--- config.mk ---
export PLATFORM = sky130hd
export DESIGN_NAME = btn_conditioner
export DESIGN_NICKNAME = d
export VERILOG_FILES = /design/src/rtl/clock_pkg.sv /design/src/rtl/btn_channel.sv /design/src/rtl/btn_conditioner.sv
export SDC_FILE = /design/constraint.sdc
export NUM_CORES = 1
export LEC_CHECK = 0
export ABC_AREA = 1
export CELL_PAD_IN_SITES_DETAIL_PLACEMENT = 0
export CELL_PAD_IN_SITES_GLOBAL_PLACEMENT = 1
export CORE_UTILIZATION = 40
export DETAILED_ROUTE_END_ITERATION = 10
export MAX_ROUTING_LAYER = met4
export PLACE_DENSITY_LB_ADDON = 0.2
export SLEW_MARGIN = 10
export SYNTH_ARGS = -nofsm -noshare
export SYNTH_HDL_FRONTEND = slang
export SYNTH_SLANG_ARGS = --single-unit
--- constraint.sdc ---
create_clock -name clk -period 5.6 [get_ports clk]
set_input_delay 0.56 -clock clk [delete_from_list [all_inputs] [get_ports clk]]
set_output_delay 0.56 -clock clk [all_outputs]
set_load 0.02 [all_outputs]
--- src/rtl/clock_pkg.sv ---
// Shared constants, button indices and channel FSM encoding for the
// push-button front end of the clock design.
package clock_pkg;

  localparam int CLK_HZ = 50_000_000;

  // Default timing at CLK_HZ: 10 ms debounce, 500 ms repeat delay, 100 ms rate
  localparam int DEB_CYC_DEF   = 500_000;
  localparam int DELAY_CYC_DEF = 25_000_000;
  localparam int RATE_CYC_DEF  = 5_000_000;

  // Button bit positions; (DEC_MIN, INC_MIN) and (DEC_HOUR, INC_HOUR) oppose
  localparam int NUM_BTN      = 4;
  localparam int BTN_DEC_MIN  = 0;
  localparam int BTN_INC_MIN  = 1;
  localparam int BTN_DEC_HOUR = 2;
  localparam int BTN_INC_HOUR = 3;

  typedef enum logic [1:0] {
    IDLE   = 2'd0,
    WAIT   = 2'd1,
    REPEAT = 2'd2
  } btn_state_e;

  // Counter width able to hold max(a,b,c)-1; never narrower than one bit
  function automatic int cnt_width(input int a, input int b, input int c);
    int m;
    m = a;
    if (b > m) m = b;
    if (c > m) m = c;
    return (m > 1) ? $clog2(m) : 1;
  endfunction

endpackage

--- src/rtl/btn_channel.sv ---
// One button lane: 2-flop synchronizer, debounce, IDLE/WAIT/REPEAT
// auto-repeat FSM. Exposes the next-cycle held level and raw pulse so the
// top can register a gated pulse aligned with held.
module btn_channel
  import clock_pkg::*;
#(
  parameter int DEB_CYC   = DEB_CYC_DEF,
  parameter int DELAY_CYC = DELAY_CYC_DEF,
  parameter int RATE_CYC  = RATE_CYC_DEF,
  parameter int CW        = cnt_width(DEB_CYC, DELAY_CYC, RATE_CYC)
) (
  input  logic clk,
  input  logic rst,
  input  logic btn_n,
  output logic held,
  output logic held_nxt,
  output logic raw_pulse_nxt
);

  localparam logic [CW-1:0] DEB_LAST   = CW'(DEB_CYC - 1);
  localparam logic [CW-1:0] DELAY_LAST = CW'(DELAY_CYC - 1);
  localparam logic [CW-1:0] RATE_LAST  = CW'(RATE_CYC - 1);

  logic [1:0]    sync_q, sync_d;
  logic          held_q, held_d;
  logic [CW-1:0] deb_cnt_q, deb_cnt_d;
  logic [CW-1:0] rep_cnt_q, rep_cnt_d;
  btn_state_e    state_q, state_d;
  logic          raw_d;
  logic          pressed_s;

  assign pressed_s     = ~sync_q[1];
  assign held          = held_q;
  assign held_nxt      = held_d;
  assign raw_pulse_nxt = raw_d;

  // Shift raw button into the synchronizer; released (1) is the idle level
  always_comb begin
    sync_d = {sync_q[0], btn_n};
  end

  // Debounce: count disagreeing samples, toggle held on the DEB_CYC-th one
  always_comb begin
    held_d    = held_q;
    deb_cnt_d = deb_cnt_q;
    if (pressed_s == held_q) begin
      deb_cnt_d = '0;
    end else if (deb_cnt_q == DEB_LAST) begin
      held_d    = ~held_q;
      deb_cnt_d = '0;
    end else begin
      deb_cnt_d = deb_cnt_q + 1'b1;
    end
  end

  // Auto-repeat FSM, driven by the held edge being committed this cycle so
  // the first pulse lands together with held
  always_comb begin
    state_d   = state_q;
    rep_cnt_d = rep_cnt_q;
    raw_d     = 1'b0;
    if (held_q && !held_d) begin
      state_d   = IDLE;
      rep_cnt_d = '0;
    end else begin
      case (state_q)
        IDLE: begin
          if (held_d && !held_q) begin
            state_d   = WAIT;
            rep_cnt_d = '0;
            raw_d     = 1'b1;
          end
        end
        WAIT: begin
          if (rep_cnt_q == DELAY_LAST) begin
            state_d   = REPEAT;
            rep_cnt_d = '0;
            raw_d     = 1'b1;
          end else begin
            rep_cnt_d = rep_cnt_q + 1'b1;
          end
        end
        REPEAT: begin
          if (rep_cnt_q == RATE_LAST) begin
            rep_cnt_d = '0;
            raw_d     = 1'b1;
          end else begin
            rep_cnt_d = rep_cnt_q + 1'b1;
          end
        end
        default: begin
          state_d   = IDLE;
          rep_cnt_d = '0;
        end
      endcase
    end
  end

  // Lane state registers; reset forces released/idle so a button held
  // through reset still needs a full debounce
  always_ff @(posedge clk or negedge rst) begin
    if (!rst) begin
      sync_q    <= 2'b11;
      held_q    <= 1'b0;
      deb_cnt_q <= '0;
      rep_cnt_q <= '0;
      state_q   <= IDLE;
    end else begin
      sync_q    <= sync_d;
      held_q    <= held_d;
      deb_cnt_q <= deb_cnt_d;
      rep_cnt_q <= rep_cnt_d;
      state_q   <= state_d;
    end
  end

endmodule

--- src/rtl/btn_conditioner.sv ---
// Four-button conditioner: per-lane debounce/auto-repeat, then opposing
// pair masking and settings-mode gating into a registered pulse vector.
module btn_conditioner
  import clock_pkg::*;
#(
  parameter int DEB_CYC   = DEB_CYC_DEF,
  parameter int DELAY_CYC = DELAY_CYC_DEF,
  parameter int RATE_CYC  = RATE_CYC_DEF
) (
  input  logic               clk,
  input  logic               rst,
  input  logic [NUM_BTN-1:0] btn_n,
  input  logic               adjust_en,
  output logic [NUM_BTN-1:0] held,
  output logic [NUM_BTN-1:0] pulse
);

  localparam int CW = cnt_width(DEB_CYC, DELAY_CYC, RATE_CYC);

  logic [NUM_BTN-1:0] held_nxt;
  logic [NUM_BTN-1:0] raw_nxt;
  logic [NUM_BTN-1:0] conflict_mask;
  logic [NUM_BTN-1:0] pulse_q, pulse_d;
  logic               min_conf, hour_conf;

  for (genvar i = 0; i < NUM_BTN; i++) begin : g_ch
    btn_channel #(
      .DEB_CYC   (DEB_CYC),
      .DELAY_CYC (DELAY_CYC),
      .RATE_CYC  (RATE_CYC),
      .CW        (CW)
    ) u_ch (
      .clk           (clk),
      .rst           (rst),
      .btn_n         (btn_n[i]),
      .held          (held[i]),
      .held_nxt      (held_nxt[i]),
      .raw_pulse_nxt (raw_nxt[i])
    );
  end

  // Mask uses next-cycle held so a pulse never shows while its pair is held
  always_comb begin
    min_conf  = held_nxt[BTN_DEC_MIN]  & held_nxt[BTN_INC_MIN];
    hour_conf = held_nxt[BTN_DEC_HOUR] & held_nxt[BTN_INC_HOUR];
    conflict_mask                = '0;
    conflict_mask[BTN_DEC_MIN]   = min_conf;
    conflict_mask[BTN_INC_MIN]   = min_conf;
    conflict_mask[BTN_DEC_HOUR]  = hour_conf;
    conflict_mask[BTN_INC_HOUR]  = hour_conf;
    // Trailing ~pulse_q keeps strobes single-cycle even for degenerate timings
    pulse_d = raw_nxt & {NUM_BTN{adjust_en}} & ~conflict_mask & ~pulse_q;
  end

  // Registered strobes toward the time-keeping core
  always_ff @(posedge clk or negedge rst) begin
    if (!rst) pulse_q <= '0;
    else      pulse_q <= pulse_d;
  end

  assign pulse = pulse_q;

endmodule
Word-level counts from Yosys, hierarchy flattened --
Index checks and enable logic that the tools add are counted.
Word-level totals: input port bits 7, output and inout bits 8, flip-flop bits (word level) 224
Cells by class: bitwise gates (word level) 15, equal/unequal tests 36, add/subtract/negate cells 8, multiplexer cells 72, reduce and logical (&&, ||, !) cells 24
Operator list (number):
- 2-to-1 mux 25 bit | 24
- one-hot mux 25 bit (3 select lines) | 4
- adder 25 x 1 -> 25 bit, second input constant | 8
- == test 25 x 19 -> 1 bit, second input constant | 4
- == test 25 x 23 -> 1 bit, second input constant | 4
- == test 25 bit, second input constant | 4
- 2-to-1 mux 1 bit | 24
- 2-to-1 mux 2 bit | 12
- != test 3 x 1 -> 1 bit, second input constant | 8
- one-hot mux 2 bit (3 select lines) | 4
- bitwise AND 4 bit | 3
- one-hot mux 1 bit (3 select lines) | 4
- AND reduction 3 bit | 4
- == test 2 x 1 -> 1 bit, second input constant | 4
- == test 2 bit, second input constant | 4
- logical AND 1 bit | 8
- logical NOT 1 bit | 8
- logical NOT 2 bit | 4
- != test 2 x 1 -> 1 bit, second input constant | 4
- inverter 1 bit | 8
- inverter 4 bit | 2
- == test 1 bit | 4
- bitwise AND 1 bit | 2

Logic depth before layout (Yosys ltp) --
depth in word-level cells 10, depth in mapped cells 17

Cells and area by module --
Synthesis repeated with hierarchy kept, for this count alone.
Second synthesis, totals: cell total of the unflattened synthesis 2264, area total of the unflattened synthesis 15466.1 sq um
Modules (own cells, without submodules):
- btn_channel at g_ch[0].u_ch | cells an instance 589, sequential area each 1378.8 sq um, area each 3923.8 sq um, instances 1
- btn_channel at g_ch[1].u_ch | cells an instance 554, sequential area each 1378.8 sq um, area each 3812.4 sq um, instances 1
- btn_channel at g_ch[2].u_ch | cells an instance 552, sequential area each 1378.8 sq um, area each 3799.9 sq um, instances 1
- btn_channel at g_ch[3].u_ch | cells an instance 549, sequential area each 1378.8 sq um, area each 3767.4 sq um, instances 1
- btn_conditioner | cells an instance 20, sequential area each 100.1 sq um, area each 162.7 sq um, instances 1

Worst setup path after synthesis --
OpenSTA, ideal clock, no wires.
path type register -> register, from reg g_ch[0].u_ch.deb_cnt_q[0], to reg g_ch[0].u_ch.rep_cnt_q[13], clock period less this slack 2346 ps, slack 3254 ps, stages on the path, launching flop included 15, data required time 5534 ps, data arrival time 2281 ps, path buffers 1, cell sequence dfrtp_1 -> ha_1 -> nand2_1 -> nor2_1 -> and2_1 -> nand3_1 -> o21ai_2 -> inv_1 -> ha_1 -> nand2_1 -> clkinv_1 -> nor2_2 -> buf_2 -> nand3_1 -> nand2_1
Between the ends: word-level cells in the longest chain between the ends 6, elaborated cells between the ends (all ways) 8, those cells by class eq/ne (2); mux (3); reduce/logical (3)
Ends and longest elaborated chain:
- start: declaration | RTL line btn_channel.sv:26 | logic [CW-1:0] deb_cnt_q, deb_cnt_d;
- start signal: assignment | RTL line btn_channel.sv:111 | deb_cnt_q <= deb_cnt_d;
- == test 25 x 19 -> 1 bit (*) | RTL line btn_channel.sv:48 | end else if (deb_cnt_q == DEB_LAST) begin
- 2-to-1 mux 1 bit (*) | RTL line btn_channel.sv:48
- 2-to-1 mux 1 bit (*) | RTL line btn_channel.sv:46 | if (pressed_s == held_q) begin
- net g_ch[0].u_ch.held_nxt | RTL line btn_channel.sv:16 | output logic held_nxt,
- logical NOT 1 bit | RTL line btn_channel.sv:62 | if (held_q && !held_d) begin
- logical AND 1 bit | RTL line btn_channel.sv:62
- != test 3 x 1 -> 1 bit (no line) / 2-to-1 mux 25 bit (equally long branches)
- end signal: assignment | RTL line btn_channel.sv:112 | rep_cnt_q <= rep_cnt_d;
- end: declaration | RTL line btn_channel.sv:27 | logic [CW-1:0] rep_cnt_q, rep_cnt_d;
The timed path passes the listed nets; every way through them passes the cells marked *. A chain may end at the register's enable or synchronous reset.

Final worst setup path --
from reg g_ch[0].u_ch.deb_cnt_q[0], to reg g_ch[0].u_ch.rep_cnt_q[22]
The elaborated chain is that of the path after synthesis.

==> results.toml <==
[layout]
final_cell_area_um2 = 16070
drive_gt1_share_pct = 7.355
antenna_cells = 0
multi_input_area_um2 = 7772
final_core_util_pct = 44.97
synthToLayoutAreaGrowth_pct = 10.26
nets = 2142
regArea_um2 = 5615
n_fill_cell = 3763

[yosys]
synth-seq-cells = 224
syn-cell-area_um2 = 14580
synth_fp_nets = 2134
yosys_warnings = 0
synth_flop_cell = "dfrtp_1"
yosysMostFrequentCell = "nand2_1"
syn_inst = 2091
ys_seq_area_share_pct = 38.52
synth-edff-count = 0
yosys.area.top_type_share_pct = 37.08
synthTopCellsByArea = "dfrtp_1, nand2_1, nor2_1"
ys_top_cells_by_count = "nand2_1, nor2_1, inv_1"
synth.distinct_cells = 39
postSynthAreaPerCell_um2 = 6.972
async_reset_ff_share_pct = 100.0
synth_largest_area_cell = "dfrtp_1"

[setup_path]
critPathMaxFanout = 27
crit_required_ns = 6.09
crit_chain = "ha_1 > nand2_1 > nor2_1 > and2_1 > nand3_1 > o21ai_2 > inv_1 > ha_1 > nand2_1 > clkinv_1 > nor2_2 > buf_4 > nand3_1 > nand2_1"
cp.arrival_ns = 4.06
critPathBufInv = 3
rr_worst_depth = 14
critPathTopFamily = "simple AND/OR/NAND/NOR gates"
crit_top_cell = "nand2_1"
cp_slowest_cell = "nor2_2"
ff2ff_setup_slack_ns = 2.03
r2r-start = "g_ch[0].u_ch.deb_cnt_q[0]$_DFF_PN0_"
max_stage_delay_ns = 0.62
r2r-end = "g_ch[0].u_ch.rep_cnt_q[22]$_DFFE_PN0P_"
crit_type = "reg -> reg"
critPathLaunchType = "flip-flop"
critPathCaptureType = "flip-flop"

[floorplan]
dieArea_um2 = 37210
die_y_um = 192.9
core_area_um2 = 35740
start_util_pct = 40.79
io_pins = 15
std_cell_rows = 69
chipWidth_um = 192.9

[sta]
rsz0062_at_grt = "no"
finClkSkew_ns = 0.009597
fin_crit_sh_pct = 63.70
slew_viol_final = 0
min_period_ns = 3.567
tns_ns = 0
slew_headroom_pct = 36.00
fmax_mhz = 280.3
worst_slew_pin_slew_ns = 0.9589
finalHoldViolCount = 0
setup_violations = 0

[global_route]
grt_overflow_total = 0
grt_first_pass_wirelength_um = 59710
antenna_found_initial = 0
grt_pass1_vias = 12334
grt_max_degree = 99
grt_use_total_pct = 19.91

[job]
maxCapViolations = 0

[clock_tree]
cts_root_buf = "clkbuf_16"
clkLatencyLatePin_ns = 0.56
post-cts-setup-buffers = 0
numClockSinks = 224
cts_buffer_depth = 3
cts_resized = 0
clkTransAtPathRegs_ns = 0.06
cts_tree = "yes"
hold_buffers = 0
numCtsBuffers = 28
htree_levels = 1

[placed_design]
io_buffers = 14
place.gp.congestion = 0.8359
dp_hpwl_um = 24350
dpl_cell_area_um2 = 15090

[pwr]
ir_worst_vdd_mv = 0.2036
power.density_nw_per_um2 = 225.8
leakage_nw = 7.563

[routing]
drtPass1Iterations = 5
drt-initial-drc-count = 710
wl_per_cell_um = 13.36
drt_wl_total_um = 34500
drc = 0
drtAntennaViolNets = 0
vias_per_cell = 4.886
vias = 12615

[worst_hold_path]
worstHoldPathType = "in -> async"

[outcome]
outcome = "complete, no violations"
stage by stage:
| stage | power [mW] | hold WS [ns] | setup WS, ns | cells |
|---|---|---|---|---|
| final | 3.630 | 0.03410 | 2.033 | 2582 |
| after global routing | 3.762 | 0.1010 | 1.601 | 2582 |
| after global placement | 1.742 | 0.3497 | 2.114 | 2530 |
| after CTS | 3.699 | 0.06504 | 2.012 | 2582 |
| after detailed placement | 1.743 | 0.3478 | 2.017 | 2530 |
| after floorplan | 1.692 | 0.2644 | 3.254 | 2091 |
per-layer routing:
metal	global-route usage, %	wire length (um)	share of wire, %
met5	-	0	0
met4	4.267	640	1.9
met1	26.33	17020	49
met3	2.437	1049	3.0
met2	32.62	15790	46
layout make-up:
type                            instances  share of cell area, %
Multi-Input combinational cell       1577                  48.35
Sequential cell                       224                  34.93
Inverter                              247                  5.768
Clock buffer                           42                  5.192
Tap cell                              461                  3.588
Timing Repair Buffer                   21                  1.230
Clock inverter                         10                 0.9341
kinds of logic after synthesis:
logic type | Yosys count | share of synthesized area (%)
and+or+nand+nor | 1357 | 41.15
buffers and inverters | 290 | 8.205
DFF | 224 | 38.52
xor gates and xnor gates | 100 | 6.008
AOI/OAI and AO/OA | 84 | 3.030
adders and majority gates | 36 | 3.090
worst max path at each step:
| stage | from | end | slack (ns) | cells past startpoint |
|---|---|---|---|---|
| 6_report | g_ch[0].u_ch.deb_cnt_q[0]$_DFF_PN0_ | g_ch[0].u_ch.rep_cnt_q[22]$_DFFE_PN0P_ | 2.03 | 14 |
| 3_5_place_dp | g_ch[0].u_ch.deb_cnt_q[0]$_DFF_PN0_ | g_ch[0].u_ch.rep_cnt_q[0]$_DFFE_PN0P_ | 2.02 | 14 |
| 2_1_floorplan | g_ch[0].u_ch.deb_cnt_q[0]$_DFF_PN0_ | g_ch[0].u_ch.rep_cnt_q[13]$_DFFE_PN0P_ | 3.25 | 14 |
| 3_3_place_gp | g_ch[0].u_ch.deb_cnt_q[0]$_DFF_PN0_ | g_ch[0].u_ch.rep_cnt_q[15]$_DFFE_PN0P_ | 2.11 | 14 |
| 5_1_grt | g_ch[0].u_ch.deb_cnt_q[0]$_DFF_PN0_ | g_ch[0].u_ch.rep_cnt_q[10]$_DFFE_PN0P_ | 1.60 | 14 |
| 4_1_cts | g_ch[0].u_ch.deb_cnt_q[0]$_DFF_PN0_ | g_ch[0].u_ch.rep_cnt_q[22]$_DFFE_PN0P_ | 2.01 | 14 |
sequential cells by signal (all words and copies together) (netlist names):
register	count
g_ch.u_ch.rep_cnt_q	100
g_ch.u_ch.sync_q	8
g_ch.u_ch.deb_cnt_q	100
g_ch.u_ch.held	4
pulse	4
g_ch.u_ch.state_q	8
power breakdown:
part           switching [mW]  internal [mW]
clock                   0.715           1.21
sequential            0.00707           1.63
combinational          0.0558         0.0152
total                   0.778           2.85
cell usage in the layout (no fill, tap or decap), types with 25 or more instances in the layout:
cell | synthesis | final
a21oi_1 | 46 | 46
o21ai_0 | 25 | 25
ha_1 | 36 | 36
nor2_1 | 374 | 372
xnor2_1 | 26 | 26
xor2_1 | 74 | 74
nand3_2 | 39 | 39
nand2_1 | 615 | 615
nor3_1 | 45 | 45
clkbuf_16 | 0 | 29
nand3_1 | 170 | 170
nand4_1 | 46 | 46
inv_1 | 234 | 234
dfrtp_1 | 216 | 216
(Power assumes the default switching activity.)
